===== config.mk =====
export PLATFORM = sky130hd
export DESIGN_NAME = lc3_ctrl
export DESIGN_NICKNAME = d
export VERILOG_FILES = /design/src/rtl/lc3_pkg.sv /design/src/rtl/lc3_decode.sv /design/src/rtl/lc3_ctrl.sv
export SDC_FILE = /design/constraint.sdc
export NUM_CORES = 1
export LEC_CHECK = 0
export BUFFER_PORTS_ARGS = -buffer_cell sky130_fd_sc_hd__buf_2
export CAP_MARGIN = 20
export CORE_MARGIN = 2
export CORE_UTILIZATION = 40
export CTS_CLUSTER_SIZE = 40
export DETAILED_ROUTE_END_ITERATION = 16
export HOLD_SLACK_MARGIN = 0.15
export PLACE_DENSITY_LB_ADDON = 0.05
export SLEW_MARGIN = 20
export SYNTH_ARGS = -nofsm -noshare
export SYNTH_HDL_FRONTEND = slang
export SYNTH_SLANG_ARGS = --single-unit

===== constraint.sdc =====
create_clock -name clk -period 2.37 [get_ports clk]
set_input_delay 0.3555 -clock clk [delete_from_list [all_inputs] [get_ports clk]]
set_output_delay 0.3555 -clock clk [all_outputs]
set_load 0.05 [all_outputs]

===== src/rtl/lc3_pkg.sv =====
// ============================================================
// Module : lc3_pkg
// Brief  : Shared opcodes, datapath select encodings and FSM states
// Rev    : 1.0
// ============================================================
`default_nettype none

package lc3_pkg;

  localparam logic [3:0] c_op_br  = 4'b0000;
  localparam logic [3:0] c_op_add = 4'b0001;
  localparam logic [3:0] c_op_jsr = 4'b0100;
  localparam logic [3:0] c_op_and = 4'b0101;
  localparam logic [3:0] c_op_not = 4'b1001;
  localparam logic [3:0] c_op_jmp = 4'b1100;
  localparam logic [3:0] c_op_lea = 4'b1110;

  localparam logic [1:0] c_aluk_pass = 2'b00;
  localparam logic [1:0] c_aluk_and  = 2'b01;
  localparam logic [1:0] c_aluk_add  = 2'b10;
  localparam logic [1:0] c_aluk_not  = 2'b11;

  localparam logic [1:0] c_a2m_zero  = 2'b00;
  localparam logic [1:0] c_a2m_off6  = 2'b01;
  localparam logic [1:0] c_a2m_off9  = 2'b10;
  localparam logic [1:0] c_a2m_off11 = 2'b11;

  localparam logic [1:0] c_pcmux_inc   = 2'b00;
  localparam logic [1:0] c_pcmux_bus   = 2'b01;
  localparam logic [1:0] c_pcmux_adder = 2'b10;

  typedef enum logic [3:0] {
    S_IDLE   = 4'd0,
    S_FETCH  = 4'd1,
    S_DECODE = 4'd2,
    S_ALU    = 4'd3,
    S_LEA    = 4'd4,
    S_BR     = 4'd5,
    S_JMP    = 4'd6,
    S_JSR1   = 4'd7,
    S_JSR2   = 4'd8,
    S_RETIRE = 4'd9,
    S_FAULT  = 4'd10
  } ctrl_state_t;

endpackage

`default_nettype wire


===== src/rtl/lc3_decode.sv =====
// ============================================================
// Module : lc3_decode
// Brief  : Combinational IR decode to execute state, ALU op, legality
// Rev    : 1.0
// ============================================================
`default_nettype none

module lc3_decode
  import lc3_pkg::*;
(
  input  logic [15:0]  ir,
  output ctrl_state_t  next_state,
  output logic [1:0]   aluk,
  output logic         legal
);

  logic w_unused_ir;
  assign w_unused_ir = ^{ir[10:9], ir[5:0]};

  always_comb begin
    next_state = S_FAULT;
    aluk       = c_aluk_pass;
    legal      = 1'b0;
    case (ir[15:12])
      c_op_add: begin next_state = S_ALU; aluk = c_aluk_add; legal = 1'b1; end
      c_op_and: begin next_state = S_ALU; aluk = c_aluk_and; legal = 1'b1; end
      c_op_not: begin next_state = S_ALU; aluk = c_aluk_not; legal = 1'b1; end
      c_op_lea: begin next_state = S_LEA;  legal = 1'b1; end
      c_op_br:  begin next_state = S_BR;   legal = 1'b1; end
      c_op_jmp: begin next_state = S_JMP;  legal = 1'b1; end
      c_op_jsr: begin
        // JSRR through R7 would read the link register after JSR1 has overwritten it
        if (ir[11] || (ir[8:6] != 3'd7)) begin
          next_state = S_JSR1;
          legal      = 1'b1;
        end
      end
      default: ;
    endcase
  end

endmodule

`default_nettype wire


===== src/rtl/lc3_ctrl.sv =====
// ============================================================
// Module : lc3_ctrl
// Brief  : LC-3 multi-cycle control FSM for the register-only subset
// Rev    : 1.0
// ============================================================
`default_nettype none

module lc3_ctrl
  import lc3_pkg::*;
#(
  parameter int FETCH_TIMEOUT = 255,
  parameter int RETIRE_W      = 16
) (
  input  logic                clk,
  input  logic                rst_n,
  input  logic                run,
  input  logic [15:0]         ir,
  input  logic [2:0]          nzp,
  output logic                imem_req,
  input  logic                imem_ack,
  output logic                ld_ir,
  output logic                ld_reg,
  output logic                ld_pc,
  output logic                ld_cc,
  output logic [2:0]          dr,
  output logic [2:0]          sr1,
  output logic [2:0]          sr2,
  output logic [1:0]          aluk,
  output logic                gate_alu,
  output logic                gate_pc,
  output logic                gate_marmux,
  output logic                a1m_sel,
  output logic [1:0]          a2m_sel,
  output logic [1:0]          pcmux_sel,
  output logic                marmux_sel,
  output logic                illegal,
  output logic [RETIRE_W-1:0] retired
);

  localparam int unsigned TO_W = (FETCH_TIMEOUT < 2) ? 1 : $clog2(FETCH_TIMEOUT);
  localparam logic [TO_W-1:0] c_to_last = TO_W'(FETCH_TIMEOUT - 1);

  ctrl_state_t         r_state;
  ctrl_state_t         w_next;
  ctrl_state_t         w_dec_next;
  logic [1:0]          w_dec_aluk;
  logic                w_dec_legal;
  logic [TO_W-1:0]     r_to_cnt;
  logic                w_timeout;
  logic                w_br_taken;
  logic [RETIRE_W-1:0] r_retired;

  lc3_decode u_decode (
    .ir         (ir),
    .next_state (w_dec_next),
    .aluk       (w_dec_aluk),
    .legal      (w_dec_legal)
  );

  assign w_timeout  = (FETCH_TIMEOUT != 0) && (r_to_cnt == c_to_last);
  assign w_br_taken = |(ir[11:9] & nzp);
  assign retired    = r_retired;

  always_ff @(posedge clk or negedge rst_n) begin
    if (!rst_n) begin
      r_state   <= S_IDLE;
      r_to_cnt  <= '0;
      r_retired <= '0;
    end else begin
      r_state <= w_next;
      // Counter only advances while stalled in FETCH, so it is zero on every entry
      if ((r_state == S_FETCH) && !imem_ack)
        r_to_cnt <= r_to_cnt + 1'b1;
      else
        r_to_cnt <= '0;
      if (r_state == S_RETIRE)
        r_retired <= r_retired + 1'b1;
    end
  end

  always_comb begin
    w_next = r_state;
    case (r_state)
      S_IDLE:   if (run) w_next = S_FETCH;
      S_FETCH: begin
        if (imem_ack)       w_next = S_DECODE;
        else if (w_timeout) w_next = S_FAULT;
      end
      S_DECODE: w_next = w_dec_legal ? w_dec_next : S_FAULT;
      S_ALU, S_LEA, S_BR, S_JMP, S_JSR2: w_next = S_RETIRE;
      S_JSR1:   w_next = S_JSR2;
      S_RETIRE: w_next = run ? S_FETCH : S_IDLE;
      S_FAULT:  w_next = S_FAULT;
      default:  w_next = S_IDLE;
    endcase
  end

  always_comb begin
    imem_req    = 1'b0;
    ld_ir       = 1'b0;
    ld_reg      = 1'b0;
    ld_pc       = 1'b0;
    ld_cc       = 1'b0;
    dr          = 3'd0;
    sr1         = 3'd0;
    sr2         = 3'd0;
    aluk        = c_aluk_pass;
    gate_alu    = 1'b0;
    gate_pc     = 1'b0;
    gate_marmux = 1'b0;
    a1m_sel     = 1'b0;
    a2m_sel     = c_a2m_zero;
    pcmux_sel   = c_pcmux_inc;
    marmux_sel  = 1'b0;
    illegal     = 1'b0;
    case (r_state)
      S_FETCH: begin
        imem_req = 1'b1;
        if (imem_ack) begin
          ld_ir     = 1'b1;
          ld_pc     = 1'b1;
          pcmux_sel = c_pcmux_inc;
        end
      end
      S_ALU: begin
        dr       = ir[11:9];
        sr1      = ir[8:6];
        sr2      = ir[2:0];
        aluk     = w_dec_aluk;
        gate_alu = 1'b1;
        ld_reg   = 1'b1;
        ld_cc    = 1'b1;
      end
      S_LEA: begin
        dr          = ir[11:9];
        a1m_sel     = 1'b0;
        a2m_sel     = c_a2m_off9;
        marmux_sel  = 1'b1;
        gate_marmux = 1'b1;
        ld_reg      = 1'b1;
      end
      S_BR: begin
        if (w_br_taken) begin
          ld_pc     = 1'b1;
          pcmux_sel = c_pcmux_adder;
          a1m_sel   = 1'b0;
          a2m_sel   = c_a2m_off9;
        end
      end
      S_JMP: begin
        sr1       = ir[8:6];
        a1m_sel   = 1'b1;
        a2m_sel   = c_a2m_zero;
        pcmux_sel = c_pcmux_adder;
        ld_pc     = 1'b1;
      end
      S_JSR1: begin
        gate_pc = 1'b1;
        ld_reg  = 1'b1;
        dr      = 3'd7;
      end
      S_JSR2: begin
        ld_pc     = 1'b1;
        pcmux_sel = c_pcmux_adder;
        if (ir[11]) begin
          a1m_sel = 1'b0;
          a2m_sel = c_a2m_off11;
        end else begin
          sr1     = ir[8:6];
          a1m_sel = 1'b1;
          a2m_sel = c_a2m_zero;
        end
      end
      S_FAULT: illegal = 1'b1;
      default: ;
    endcase
  end

endmodule

`default_nettype wire


==> results of run 1 <==
-- cells in the mapped netlist (2+ instances only) --
library cell and number:
buf_6 3, nand3_1 10, inv_1 2, dfrtp_1 28
nand2b_1 4, o21ai_0 5, and2_1 4, nor2_1 21
nor3_1 4, nand4_1 6, nand2_1 12, buf_4 4
and3_1 6, or3_1 3, xor2_1 7, ha_1 3
buf_2 2, nor2b_1 5, o22a_1 2, or2_2 2
clkbuf_1 2, xnor2_1 15, a211oi_1 3, a21oi_1 10
-- through the flow --
stage | cells | hold slack [ns] | instance area (um2) | setup WS (ns) | util (%)
floorplan | 186 | 0.05991 | 1763 | -0.07170 | -
global placement | 287 | 0.3977 | 2059 | 0.3689 | 50.76
detailed placement | 287 | 0.4094 | 2059 | 0.3366 | 50.76
CTS | 292 | 0.2827 | 2141 | 0.03286 | 52.76
global route | 292 | 0.2745 | 2153 | -0.001485 | 53.07
finish | 292 | 0.2910 | 2153 | 0.1492 | 53.07
-- cells in the final DEF (no fill, tap or decap), types with 4 or more instances in the layout --
cell and count:
a21oi_1 9, and2_1 4, and3_1 6, buf_2 57
buf_4 5, dfrtp_1 24, dfrtp_2 4, nand2_1 12
nand2b_1 4, nand3_1 10, nand4_1 6, nor2_1 21
o21ai_0 5, xnor2_1 15, xor2_1 7
-- sequential cells by signal (all words and copies together), names as in the netlist --
register	cells
retired	16
r_state	4
r_to_cnt	8
-- final cells by class --
| cell class | instances | area share (%) |
|---|---|---|
| multi-input combinational | 145 | 45.21 |
| timing repair buffer | 63 | 15.46 |
| clock inverter | 1 | 1.395 |
| clock buffer | 3 | 1.917 |
| sequential | 28 | 32.77 |
| tap | 50 | 2.905 |
| inverter | 2 | 0.3486 |
-- worst paths after layout --
path,startpoint,endpoint,depth (start not counted),slack [ns]
min reg2reg,retired[15]$_DFFE_PN0N_,retired[15]$_DFFE_PN0N_,1,0.48
min in group asynchronous,rst_n,r_to_cnt[6]$_DFF_PN0_,2,0.63
min,ir[12],r_state[2]$_DFFE_PN0P_,2,0.29
max,r_state[2]$_DFFE_PN0P_,ld_pc,6,0.15
max in group asynchronous,rst_n,r_state[2]$_DFFE_PN0P_,2,1.31
max reg2reg,r_state[2]$_DFFE_PN0P_,r_state[1]$_DFFE_PN0P_,5,0.54
-- repair_timing --
action                     in CTS  in global routing
setup endpoints to repair       0                  9
hold buffers                    1                  0
resized for setup               0                 10
hold endpoints to repair       28                  0
-- cells by family after synthesis --
family / after synthesis / share of synthesized area (%)
multiplexers: 1 / 0.6540
AND/OR/NAND/NOR: 89 / 28.71
XOR/XNOR: 22 / 11.19
other: 1 / 0.2178
flip-flops: 28 / 40.70
adder cells (fa/ha/maj): 3 / 2.180
AO/OA/AOI/OAI: 29 / 11.19
buffers and inverters: 13 / 5.160
-- worst reg2reg max path: stages, from the launching register on --
cell and delay [ns]:
dfrtp_2 0.47, buf_4 0.21, or4_4 0.62, a41oi_2 0.20
or2_1 0.16, nor3_1 0.06
-- metal layers --
layer	track usage, %	part of all wire, %	vias up
li1	-	-	755
met1	23.92	48	740
met2	26.82	46	44
met3	3.924	5.5	4
met4	2.397	0.44	0
met5	0	0	-
-- power by group --
group	switching [W]	internal (W)
clock network	0.000142	0.000226
registers	0.000150	0.000548
logic	0.000762	0.000338
total	0.00105	0.00111
==> results.ini, run 1 <==
[global_routing]
antenna_found_initial = 0
grt_pass1_vias = 1475
grt_pass1_wl_um = 6879
grt_max_degree = 29
grt_usage_pct = 16.84
grt_overflow_total = 0

[synthesis]
yosysSeqAreaShare_pct = 40.70
yosysTopAreaCell = dfrtp_1
postSynthCellCount = 186
ys_seq_elements = 28
ys.flop_type = dfrtp_1
synth_edf_count = 0
synthesis.nets = 212
syn_area_um2 = 1722
async_flop_share_pct = 100.0
synth_cell_types = 47
avgSynthCellArea_um2 = 9.256
netlist_top_cells_area = dfrtp_1, xnor2_1, nor2_1, xor2_1, a21oi_1
synth_top_area_share_pct = 40.70
ys_warn_count = 0

[layout]
num-nets-final = 269
ff_latch_area_um2 = 705.7
multi_input_area_um2 = 973.4
fill_cells = 377
diodes = 0
syn2layout_area_growth_pct = 25.07
layout-drive-gt1-share_pct = 36.78

[timing]
tns_ns = 0
fmax_mhz = 450.3
final_max_slew_viol_count = 0
finalSetupViolations = 0
skew_ns = 0.001990
relSlewSlack_pct = 58.88
worst_slew_pin_slew_ns = 0.6168
finalCriticalPeriod_ns = 2.221
hold_viol_final = 0
fin_crit_sh_pct = 93.70

[floorplanning]
dieHeight_um = 69.61
die_area_um2 = 4845
fp-row-count = 23
chipWidth_um = 69.61
ios = 65
start_util_pct = 42.43
core_area_um2 = 4058

[route]
drc_errors = 0
firstDrtPassIters = 4
drtIter0Drc = 33
drt_wl_total_um = 3831
vias = 1543
via_per_inst = 5.284
wl_per_cell_um = 13.12
postRouteAntennaNets = 0

[setup_path]
crit_chain = nor2b_1 > nand2_1 > a21boi_0 > o32ai_2 > or2_2 > buf_2
critPathMaxFanout = 8
path_buf_inv = 1
start_kind = register
crit_type = reg -> out
worstPathRequired_ns = 2.01
cp-end-kind = output pin
slowest_delay_ns = 0.47
path_delay_family = simple AND/OR/NAND/NOR gates
cp_slowest_cell = dfrtp_2
critPathArrivalTime_ns = 1.87

[power_and_ir_drop]
fin_total_pwr_w = 0.002166
leakagePower_nw = 1.046
max-vdd-ir-drop_mv = 0.5548
powerDensity_nw_per_um2 = 1006

[clock_tree]
clk_pin_slew_ns = 0.09
cts_setup_buffers = 0
htree_levels = 1
ctsLongestPathBuffers = 2
cts_sinks = 28
cts_root_buffer = clkbuf_8
clk-insertion-delay-late_ns = 0.27
cts_buffers = 3
cts_tree = built

[outcome]
status = finished clean

[hold_path]
hold_class = in -> reg

[placed_design]
place_hpwl_um = 2949
gp_congestion = 0.7724
io_buffer_count = 60

[run]
cap_violations = 0

(Power assumes the default switching activity.)
==> run 2: changes to the inputs <==
CORE_ASPECT_RATIO = 2   (was default)
CORE_UTILIZATION = 49   (was 40)
clock period = 2.26 ns   (was 2.37 ns; I/O delays follow)
==> results.ini, run 2 (synthesis gave the netlist of run 1 again) <==
[route]
drc_errors = 0  ; unchanged
firstDrtPassIters = 4  ; unchanged
drtIter0Drc = 27  ; -18%
postRouteAntennaNets = 0  ; unchanged
vias = 1550  ; +0.45%
via_per_inst = 5.636  ; +6.7%
wl_per_cell_um = 14.61  ; +11%
drt_wl_total_um = 4019  ; +4.9%

[layout]
largest_reg_flops = 16  ; unchanged
num-nets-final = 271  ; +0.74%
multi_input_area_um2 = 973.4  ; unchanged
ff_latch_area_um2 = 703.2  ; -0.35%
diodes = 0  ; unchanged
post-route-util_pct = 62.63  ; +9.6 points
fill_cells = 322  ; -15%
layout_commonest_cell = buf_2
syn2layout_area_growth_pct = 22.89
layout-drive-gt1-share_pct = 36.21  ; -0.56 points
fin_area_um2 = 2116  ; -1.7%
final_cell_mix = buf_2, dfrtp_1, nor2_1

[setup_path]
worstPathRequired_ns = 1.92  ; -0.09 ns
crit_type = reg -> out
critPathArrivalTime_ns = 1.83  ; -0.04 ns
critPathMaxFanout = 4  ; -4
cp-end-kind = output pin
start_kind = register

[placed_design]
gp_congestion = 0.7516  ; -2.7%
place_hpwl_um = 3221  ; +9.2%
pre_cts_slack_ns = 0.2724  ; -0.06418 ns
placed_area_um2 = 2052  ; -0.36%
io_buffer_count = 60  ; unchanged

[clock_tree]
clk_pin_slew_ns = 0.09  ; about the same
cts_setup_buffers = 0  ; unchanged
ctsLongestPathBuffers = 2  ; unchanged
cts_root_buffer = clkbuf_8
cts_sinks = 28  ; unchanged
htree_levels = 1  ; unchanged
cts_tree = built
clk-insertion-delay-late_ns = 0.27  ; about the same
cts_buffers = 3  ; unchanged

[global_routing]
grt_pass1_wl_um = 6741  ; -2.0%
antenna_found_initial = 0  ; unchanged
grt_max_degree = 29  ; unchanged
grt_pass1_vias = 1591  ; +7.9%
grt_overflow_total = 0  ; unchanged
grt_usage_pct = 22.24  ; +5.4 points

[power_and_ir_drop]
powerDensity_nw_per_um2 = 1030  ; +2.4%
leakagePower_nw = 1.045  ; -0.11%
max-vdd-ir-drop_mv = 0.8227  ; +48%

[timing]
finalSetupViolations = 0  ; unchanged
fmax_mhz = 460.5
fin_crit_sh_pct = 96.09
hold_viol_final = 0  ; unchanged
skew_ns = 0.001870  ; -0.0001199 ns
final_max_slew_viol_count = 0  ; unchanged
finalCriticalPeriod_ns = 2.172
relSlewSlack_pct = 60.14  ; +1.3 points
setup_slack_ns = 0.08837  ; -0.06086 ns
rsz0062_at_grt = no
worst_slew_pin_slew_ns = 0.5979  ; -0.01895 ns

[floorplanning]
core_area_um2 = 3378  ; -17%
dieHeight_um = 87.83  ; +26%
start_util_pct = 50.96  ; +8.5 points
ios = 65  ; unchanged
chipWidth_um = 45.92  ; -34%
die_area_um2 = 4033  ; -17%
fp-row-count = 30  ; +30%

[outcome]
status = finished clean

[hold_path]
hold_class = in -> reg

[run]
cap_violations = 0  ; unchanged

run 2: cell count changes in the layout (fill, tap and decap cells not counted):
cell       before  now
buf_2          57   56
buf_4           5    6
a21boi_1        0    1
a21boi_0        1    0
clkbuf_4        0    2
dfrtp_1        24   26
dfrtp_2         4    2
bufinv_16       1    0
run 2: worst paths after layout:
check                                   startpoint  cells past startpoint  slack (ns)                 endpoint
max in group asynchronous                    rst_n                      2        1.23   r_state[0]$_DFFE_PN0P_
min in group asynchronous                    rst_n                      2        0.60  retired[15]$_DFFE_PN0N_
hold / removal                              ir[12]                      2        0.30   r_state[2]$_DFFE_PN0P_
setup / recovery            r_state[2]$_DFFE_PN0P_                      6        0.09                   sr1[1]
setup reg to reg            r_state[1]$_DFFE_PN0P_                      5        0.52   r_state[1]$_DFFE_PN0P_
hold reg to reg            retired[15]$_DFFE_PN0N_                      1        0.47  retired[15]$_DFFE_PN0N_
run 2: power by group:
part | switching, W | total, W | internal (W)
combinational | 0.000832 | 0.00120 | 0.000372
clock | 0.000140 | 0.000260 | 0.000119
sequential | 0.000142 | 0.000715 | 0.000573
total | 0.00111 | 0.00218 | 0.00106
run 2: cell type report:
type / instances / share of cell area, %
Clock buffer: 3 / 1.952
Inverter: 2 / 0.3548
Multi-Input combinational cell: 145 / 46.01
Sequential cell: 28 / 33.23
Tap cell: 32 / 1.892
Timing Repair Buffer: 65 / 16.56
run 2: what timing repair did:
item / 4_1_cts / 5_1_grt
hold endpoints to repair: 28 / 0
hold buffers: 1 / 0
setup endpoints to repair: 3 / 8
gates resized for setup: 1 / 8
run 2: critical path, stage by stage, from the launching register on:
cell and delay (ns):
dfrtp_1 0.41, nand2b_1 0.18, or3_1 0.34, a21oi_2 0.19
nor2_1 0.11, nor2b_2 0.11, clkbuf_4 0.23
run 2: per-stage QoR:
step	TNS (ns)	power [W]	cells	hold WS, ns
final	0	0.002179	275	0.2972
after global routing	0	0.002308	275	0.2889
after CTS	0	0.002173	275	0.2893
after detailed placement	0	0.001906	271	0.3776
after global placement	0	0.001873	271	0.3681
after floorplan	-0.9027	0.001678	186	0.04341
run 2: routing by layer:
layer / wire length, um / track usage (%) / part of all wire [%]
met5: 0 / 0 / 0
met4: 100 / 10.65 / 2.5
met3: 93 / 2.062 / 2.3
met2: 2441 / 42.93 / 61
met1: 1384 / 21.45 / 34
